[config.mk]
export PLATFORM = sky130hd
export DESIGN_NAME = ripemd_block_builder
export DESIGN_NICKNAME = d
export VERILOG_FILES = /design/src/rtl/ripemd_pkg.sv /design/src/rtl/ripemd_block_builder.sv
export SDC_FILE = /design/constraint.sdc
export NUM_CORES = 1
export LEC_CHECK = 0
export ABC_AREA = 1
export ABC_CLOCK_PERIOD_IN_PS = 1900
export BUFFER_PORTS_ARGS = -buffer_cell sky130_fd_sc_hd__buf_2
export CAP_MARGIN = 40
export CORE_MARGIN = 10
export CORE_UTILIZATION = 42
export DETAILED_ROUTE_END_ITERATION = 12
export PLACE_DENSITY_LB_ADDON = 0.05
export RECOVER_POWER = 50
export SYNTH_ARGS = -nofsm -noshare
export SYNTH_HDL_FRONTEND = slang
export SYNTH_SLANG_ARGS = --single-unit
export TNS_END_PERCENT = 5
[constraint.sdc]
create_clock -name clk -period 1.9 [get_ports clk]
set_input_delay 0.19 -clock clk [delete_from_list [all_inputs] [get_ports clk]]
set_output_delay 0.19 -clock clk [all_outputs]
set_load 0.01 [all_outputs]
[src/rtl/ripemd_pkg.sv]
// ripemd_pkg: shared RIPEMD-160 constants and helpers.
//   - RMD_IV0..RMD_IV4 : RIPEMD-160 initial chaining values
//   - PAD_80 / PAD_LEN : fixed padding words for a 32-byte message
//   - bb_state_e       : block-builder state encoding
//   - bswap32          : 32-bit byte reversal (big-endian word -> LE load)
package ripemd_pkg;

  localparam logic [31:0] RMD_IV0 = 32'h6745_2301;
  localparam logic [31:0] RMD_IV1 = 32'hEFCD_AB89;
  localparam logic [31:0] RMD_IV2 = 32'h98BA_DCFE;
  localparam logic [31:0] RMD_IV3 = 32'h1032_5476;
  localparam logic [31:0] RMD_IV4 = 32'hC3D2_E1F0;

  // 0x80 terminator byte right after the 32-byte digest, and the bit
  // length (256) in the little-endian length field.
  localparam logic [31:0] PAD_80  = 32'h0000_0080;
  localparam logic [31:0] PAD_LEN = 32'h0000_0100;

  typedef enum logic {
    ST_COLLECT = 1'b0,
    ST_ISSUE   = 1'b1
  } bb_state_e;

  function automatic logic [31:0] bswap32(input logic [31:0] w);
    return {w[7:0], w[15:8], w[23:16], w[31:24]};
  endfunction

endpackage

[src/rtl/ripemd_block_builder.sv]
// ripemd_block_builder: turns a streamed SHA-256 digest (8 words, H0 first)
// into one padded RIPEMD-160 message block, with credit-based flow control
// toward the downstream RIPEMD-160 pipeline.
// Ports:
//   clk, rst_n          clock, async active-low reset
//   s_valid/s_ready     digest word handshake; s_data word, s_last final word
//   o_valid             one-cycle pulse, block holds a new padded block
//   block[511:0]        X[j] at bits [511-32j -: 32]
//   done_i              downstream completion pulse, returns one credit
//   err                 one-cycle protocol-error pulse
module ripemd_block_builder
  import ripemd_pkg::*;
#(
  parameter int CREDITS = 1
) (
  input  logic         clk,
  input  logic         rst_n,
  input  logic         s_valid,
  output logic         s_ready,
  input  logic [31:0]  s_data,
  input  logic         s_last,
  output logic         o_valid,
  output logic [511:0] block,
  input  logic         done_i,
  output logic         err
);

  localparam int CW = $clog2(CREDITS + 1);
  localparam logic [CW-1:0] CRED_MAX = CW'(CREDITS);

  bb_state_e      state_q, state_d;
  logic [2:0]     cnt_q, cnt_d;
  logic [CW-1:0]  cred_q, cred_d;
  logic           err_q, err_d;
  logic [7:0][31:0] x_q;    // collection buffer, index = word number
  logic [7:0][31:0] blk_q;  // copy of the last issued block
  logic           accept, issue;

  always_comb begin
    state_d = state_q;
    cnt_d   = cnt_q;
    cred_d  = cred_q;
    err_d   = 1'b0;
    s_ready = (state_q == ST_COLLECT);
    issue   = (state_q == ST_ISSUE) && (cred_q != '0);
    accept  = s_valid && s_ready;

    case (state_q)
      ST_COLLECT: begin
        if (accept) begin
          if (cnt_q == 3'd7) begin
            state_d = ST_ISSUE;
            cnt_d   = 3'd0;
            err_d   = !s_last;        // 8th word without s_last: still issue
          end else if (s_last) begin
            cnt_d = 3'd0;             // early termination: drop partial digest
            err_d = 1'b1;
          end else begin
            cnt_d = cnt_q + 3'd1;
          end
        end
      end
      ST_ISSUE: if (issue) state_d = ST_COLLECT;
      default:  state_d = ST_COLLECT;
    endcase

    // A credit returned in the issue cycle cancels the one consumed.
    if (issue && !done_i) begin
      cred_d = cred_q - 1'b1;
    end else if (done_i && !issue) begin
      if (cred_q == CRED_MAX) err_d = 1'b1;   // spurious return, ignored
      else                    cred_d = cred_q + 1'b1;
    end
  end

  always_ff @(posedge clk or negedge rst_n) begin
    if (!rst_n) begin
      state_q <= ST_COLLECT;
      cnt_q   <= 3'd0;
      cred_q  <= CRED_MAX;
      err_q   <= 1'b0;
      x_q     <= '0;
      blk_q   <= '0;
    end else begin
      state_q <= state_d;
      cnt_q   <= cnt_d;
      cred_q  <= cred_d;
      err_q   <= err_d;
      if (accept) x_q[cnt_q] <= bswap32(s_data);
      if (issue)  blk_q      <= x_q;
    end
  end

  // In the issue cycle the buffer is shown directly; afterwards the copy
  // keeps the block stable while the buffer refills for the next digest.
  always_comb begin
    block = '0;
    for (int j = 0; j < 8; j++)
      block[511-32*j -: 32] = issue ? x_q[j] : blk_q[j];
    block[511-32*8  -: 32] = PAD_80;
    block[511-32*14 -: 32] = PAD_LEN;
  end

  assign o_valid = issue;
  assign err     = err_q;

endmodule

After elaboration in Yosys (flattened, before gate mapping)
Index checks and enable logic that the tools add are counted.
Widths: inputs -> output; s select.
{"block": "totals", "out_inout_bits": 515, "ff_bits": 518, "elab_cells": 64}
{"block": "op_classes", "reduce_logical": 10, "order_cmp": 2, "bitwise_logic": 1, "mux": 27, "n_eq_ne": 1, "n_addsub": 3}
{"operator": "$mux 32", "count": 9}
{"operator": "$bwmux 256", "count": 1}
{"operator": "$demux 32 s3", "count": 1}
{"operator": "$mux 1", "count": 13}
{"operator": "$mux 3", "count": 2}
{"operator": "$logic_and 1x1->1", "count": 5}
{"operator": "$lt 3x4->1 const B", "count": 1}
{"operator": "$add 3x1->3 const B", "count": 1}
{"operator": "$eq 3x3->1 const B", "count": 1}
{"operator": "$ge 3x1->1 const B", "count": 1}
{"operator": "$logic_not 1->1", "count": 3}
{"operator": "$pmux 1 s2", "count": 1}
{"operator": "$reduce_and 2->1", "count": 1}
{"operator": "$reduce_bool 2->1", "count": 1}
{"operator": "$add 1x1->1 const B", "count": 1}
{"operator": "$not 1->1", "count": 1}
{"operator": "$sub 1x1->1 const B", "count": 1}

Depth between registers and ports, before layout
{"block": "logic_depth", "ltp_word": 7, "mapped_depth": 7, "mapped_depth_nobuf": 6}

Worst setup path after synthesis
Ideal clock, no wire load.
{"block": "synth_timing", "path_type": "reg2reg", "startpoint": "reg cred_q", "endpoint": "reg cred_q", "required_ns": 1.818, "path_stages_with_launch": 8, "path_slack_ns": 0.338, "setup_ns": 0.082, "period_less_slack_ns": 1.562, "t_arrival_ns": 1.480, "path_cell_list": "dfstp_2 -> nand2_1 -> clkinv_1 -> clkbuf_1 -> ha_1 -> inv_1 -> nor3_1 -> a21oi_1"}
{"block": "synth_via", "elab_chain_cells": 4, "elab_cells_between_ends": 10, "cone_classes": "2 x add/sub; 3 x mux; 5 x reduce/logical"}
{"element": "start, declared", "line_no": "ripemd_block_builder.sv:33", "source": "logic [CW-1:0] cred_q, cred_d;"}
{"element": "start signal, assigned", "line_no": "ripemd_block_builder.sv:87", "source": "cred_q <= cred_d;"}
{"element": "$logic_and 1x1->1 *", "line_no": "ripemd_block_builder.sv:45", "source": "issue = (state_q == ST_ISSUE) && (cred_q != '0);"}
{"element": "net o_valid", "line_no": "ripemd_block_builder.sv:22", "source": "output logic o_valid,"}
{"element": "$logic_not 1->1", "line_no": "ripemd_block_builder.sv:70", "source": "end else if (done_i && !issue) begin"}
{"element": "$logic_and 1x1->1", "line_no": "ripemd_block_builder.sv:70"}
{"element": "$reduce_bool 2->1 (no source line)"}
The timed path passes the listed nets; every way through them passes the cells marked *. The select of a mux whose other input is x is not followed.
A chain may end at the register's enable or synchronous reset.

Final worst setup path
{"block": "layout_timing", "startpoint": "reg cred_q", "endpoint": "out block[297]"}
{"block": "layout_via", "elab_chain_cells": 2}
{"element": "$logic_and 1x1->1", "line_no": "ripemd_block_builder.sv:45"}
{"element": "$mux 32", "line_no": "ripemd_block_builder.sv:99", "source": "block[511-32*j -: 32] = issue ? x_q[j] : blk_q[j];"}
{"element": "end, declared", "line_no": "ripemd_block_builder.sv:23", "source": "output logic [511:0] block,"}
No other way between the ends.

==> run_results.csv <==
group,metric,value,unit
run_status,status,"finished with violations",
run_status,violations,"negative setup slack",
clock_tree,clock_sinks,518,
sta,tns,-74.82,ns
synth,synth_seq_cells,518,
synth,synthCells,2525,
detailed_routing,vias_per_cell,4.71,
pwr,ir_drop,707,uV
detailed_routing,dr_total_vias,16800,
detailed_routing,ant_nets,0,
detailed_routing,drc,0,
synth,syn_area_per_cell,8.68,sq um
global_route,grtUsageTotal,21.9,%
detailed_routing,drtPass1Iterations,5,
global_route,grt_pass1_wl,104000,microns
sta,slew_viol_final,0,
placed_design,port_buffers,295,
clock_tree,cts_tree,"done",
synth,ys_seq_area_share,59.2,%
sta,rsz0062_at_grt,"true",
clock_tree,root_buffer,"clkbuf_16",
detailed_routing,wire_per_inst,20.1,microns
placed_design,hpwl,45800,microns
floorplanning,dieWidth,248,microns
worst_setup_path,end_kind,"primary output",
sta,finalHoldViolCount,0,
sta,finalSetupViolations,298,
synth,yosys.area.top_type_share,59.1,%
placed_design,preCtsSetupSlack,0.142,ns
sta,clock_skew,0.0178,ns
global_route,grt_overflow_total,0,
floorplanning,fp-row-count,83,
synth,synth_ff_type,"dfrtp_1",
synth,netlist_area,0.0219,sq mm
synth,synth.distinct_cells,22,
worst_setup_path,critPathArrivalTime,2.04,ns
clock_tree,cts_inserted_buffers,58,
floorplanning,start_util,42.5,%
sta,fin_crit,2.23,ns
finish,synthToLayoutAreaGrowth,26.9,%
synth,synthTopCellsByArea,"dfrtp_1, nand2_1, buf_4",
flow_run,drv_cap,0,
sta,worst_pin_slew,1.21,ns
clock_tree,clock_path_buffers,3,
worst_setup_path,path_class,"reg2out",
floorplanning,fp.dieArea,0.0617,sq mm
finish,final_area,0.0278,sq mm
sta,fin_hold_ws,0.0183,ns
finish,drive_above_1_share,25.0,%
floorplanning,io_pins,552,
clock_tree,clock_latency,0.61,ns
floorplanning,die_h,248,microns
pwr,p_leak,15.6,nW
sta,max_slew_margin,19.5,%
synth,synth_edf_count,0,
synth,async_flop_share,100,%
worst_setup_path,critical_path.max_fanout,16,
clock_tree,clkTransAtPathRegs,0.06,ns
synth,yosys_warnings,0,
synth,synth_most_common_cell,"nand2_1",
worst_setup_path,ff2ff_setup_slack,0.27,ns
sta,fmax,0.448,GHz
global_route,grt_max_degree,80,
detailed_routing,totalWireLength,71900,microns
placed_design,postPlaceCellArea,0.0234,sq mm
detailed_routing,drt_iter0_markers,1109,
finish,diodes,0,
finish,fin_nets,2886,
synth,synth_common_cells,"nand2_1, dfrtp_1, buf_4, nand3_1, buf_2",
worst_setup_path,start_kind,"flip-flop",
sta,fin_crit_sh,118,%
sta,worst_slack,-0.334,ns
worst_setup_path,critical_path_required,1.71,ns
pwr,power_density,1040,mW/mm^2
clock_tree,cts_max_level,2,
placed_design,gp_congestion,0.798,
hold_path,hold_path.class,"in2reg",
finish,finalNonFillerCells,3567,
placed_design,dp.cells,3401,
global_route,grt_pass1_vias,16800,
global_route,antenna_found_initial,1,
floorplanning,coreArea,0.0515,sq mm
synth,synth_area_leader_cell,"dfrtp_1",
-- per-layer routing --
metal	vias up	wire (microns)	track usage (%)	part of all wire, %
li1	7879	-	-	-
met1	8326	31200	30.5	43
met2	501	35000	35.1	49
met3	87	4430	3.79	6.2
met4	0	1260	5.01	1.8
met5	-	0	0	0
-- cell type report --
class | instances | area, sq um
timing repair inverter | 2 | 22.5
timing repair buffer | 417 | 4070
fill | 4777 | 23700
tap | 680 | 851
clock buffer | 93 | 1790
multi-input combinational | 1836 | 7960
clock inverter | 9 | 73.8
inverter | 12 | 71.3
sequential | 518 | 13000
-- kinds of logic (layout without fill, tap and decap cells) --
group,count (synthesis),after routing,synth area share (%)
AND/OR/NAND/NOR,1507,1507,26.7
flip-flops,518,518,59.2
buffers and inverters,425,533,12.3
AO/OA/AOI/OAI,69,69,1.58
adder cells (fa/ha/maj),4,4,0.228
other,2,256,0.0343
-- sequential cells by signal (all words and copies together), names as in the netlist --
signal / cells
x_q: 256
cnt_q: 3
state_q: 1
cred_q: 1
err: 1
blk_q: 256
-- layout by cell type (no fill, tap or decap), types with 2 or more instances in the layout --
cell,instances
nand3_2,2
clkbuf_16,71
ha_1,4
inv_2,4
nand2_2,219
inv_8,2
clkbuf_2,5
nand2_1,1121
buf_2,149
buf_12,19
dfrtp_1,516
clkbuf_1,21
inv_1,7
nand2_4,16
nor2_2,2
nand3_1,135
dlygate4sd3_1,35
o21ai_1,60
clkbuf_4,5
conb_1,256
nor2_4,8
clkbuf_8,15
clkinv_2,7
buf_4,32
buf_16,14
o21ai_0,7
buf_6,143
-- worst max-delay path: stages (launching register included) --
cell       delay, ns
dfstp_2         0.59
nand2_8         0.13
clkbuf_16       0.23
clkbuf_16       0.20
nand2_1         0.08
nand2_2         0.08
buf_6           0.13
-- power by group --
group | switching (W) | internal (W) | leakage, nW | total [W]
combinational | 0.00244 | 0.00130 | 7.65 | 0.00374
sequential | 0.00119 | 0.0130 | 6.99 | 0.0142
clock | 0.00449 | 0.00650 | 0.920 | 0.0110
-- stage by stage --
stage / util [%] / total power, W
2_1_floorplan: - / 0.0166
3_3_place_gp: 45.5 / 0.0177
3_5_place_dp: 45.5 / 0.0178
4_1_cts: 51.9 / 0.0291
5_1_grt: 54.0 / 0.0303
6_report: 54.0 / 0.0289
-- final timing paths --
check	from	to	cells past startpoint
max	cred_q	block[297]	6
min in group asynchronous	rst_n	blk_q[125]	2
max reg2reg	state_q	x_q[72]	6
min reg2reg	blk_q[190]	blk_q[190]	2
min	s_data[20]	x_q[172]	3
max in group asynchronous	rst_n	blk_q[29]	4
-- timing repair --
action	CTS	global route
cloned	7	12
endpoints found under the hold margin	667	0
endpoints found under the setup margin	257	257
setup buffers	6	4
pin swaps	48	25
hold buffers	35	0
gates resized for setup	210	227
(Power assumes the default switching activity.)
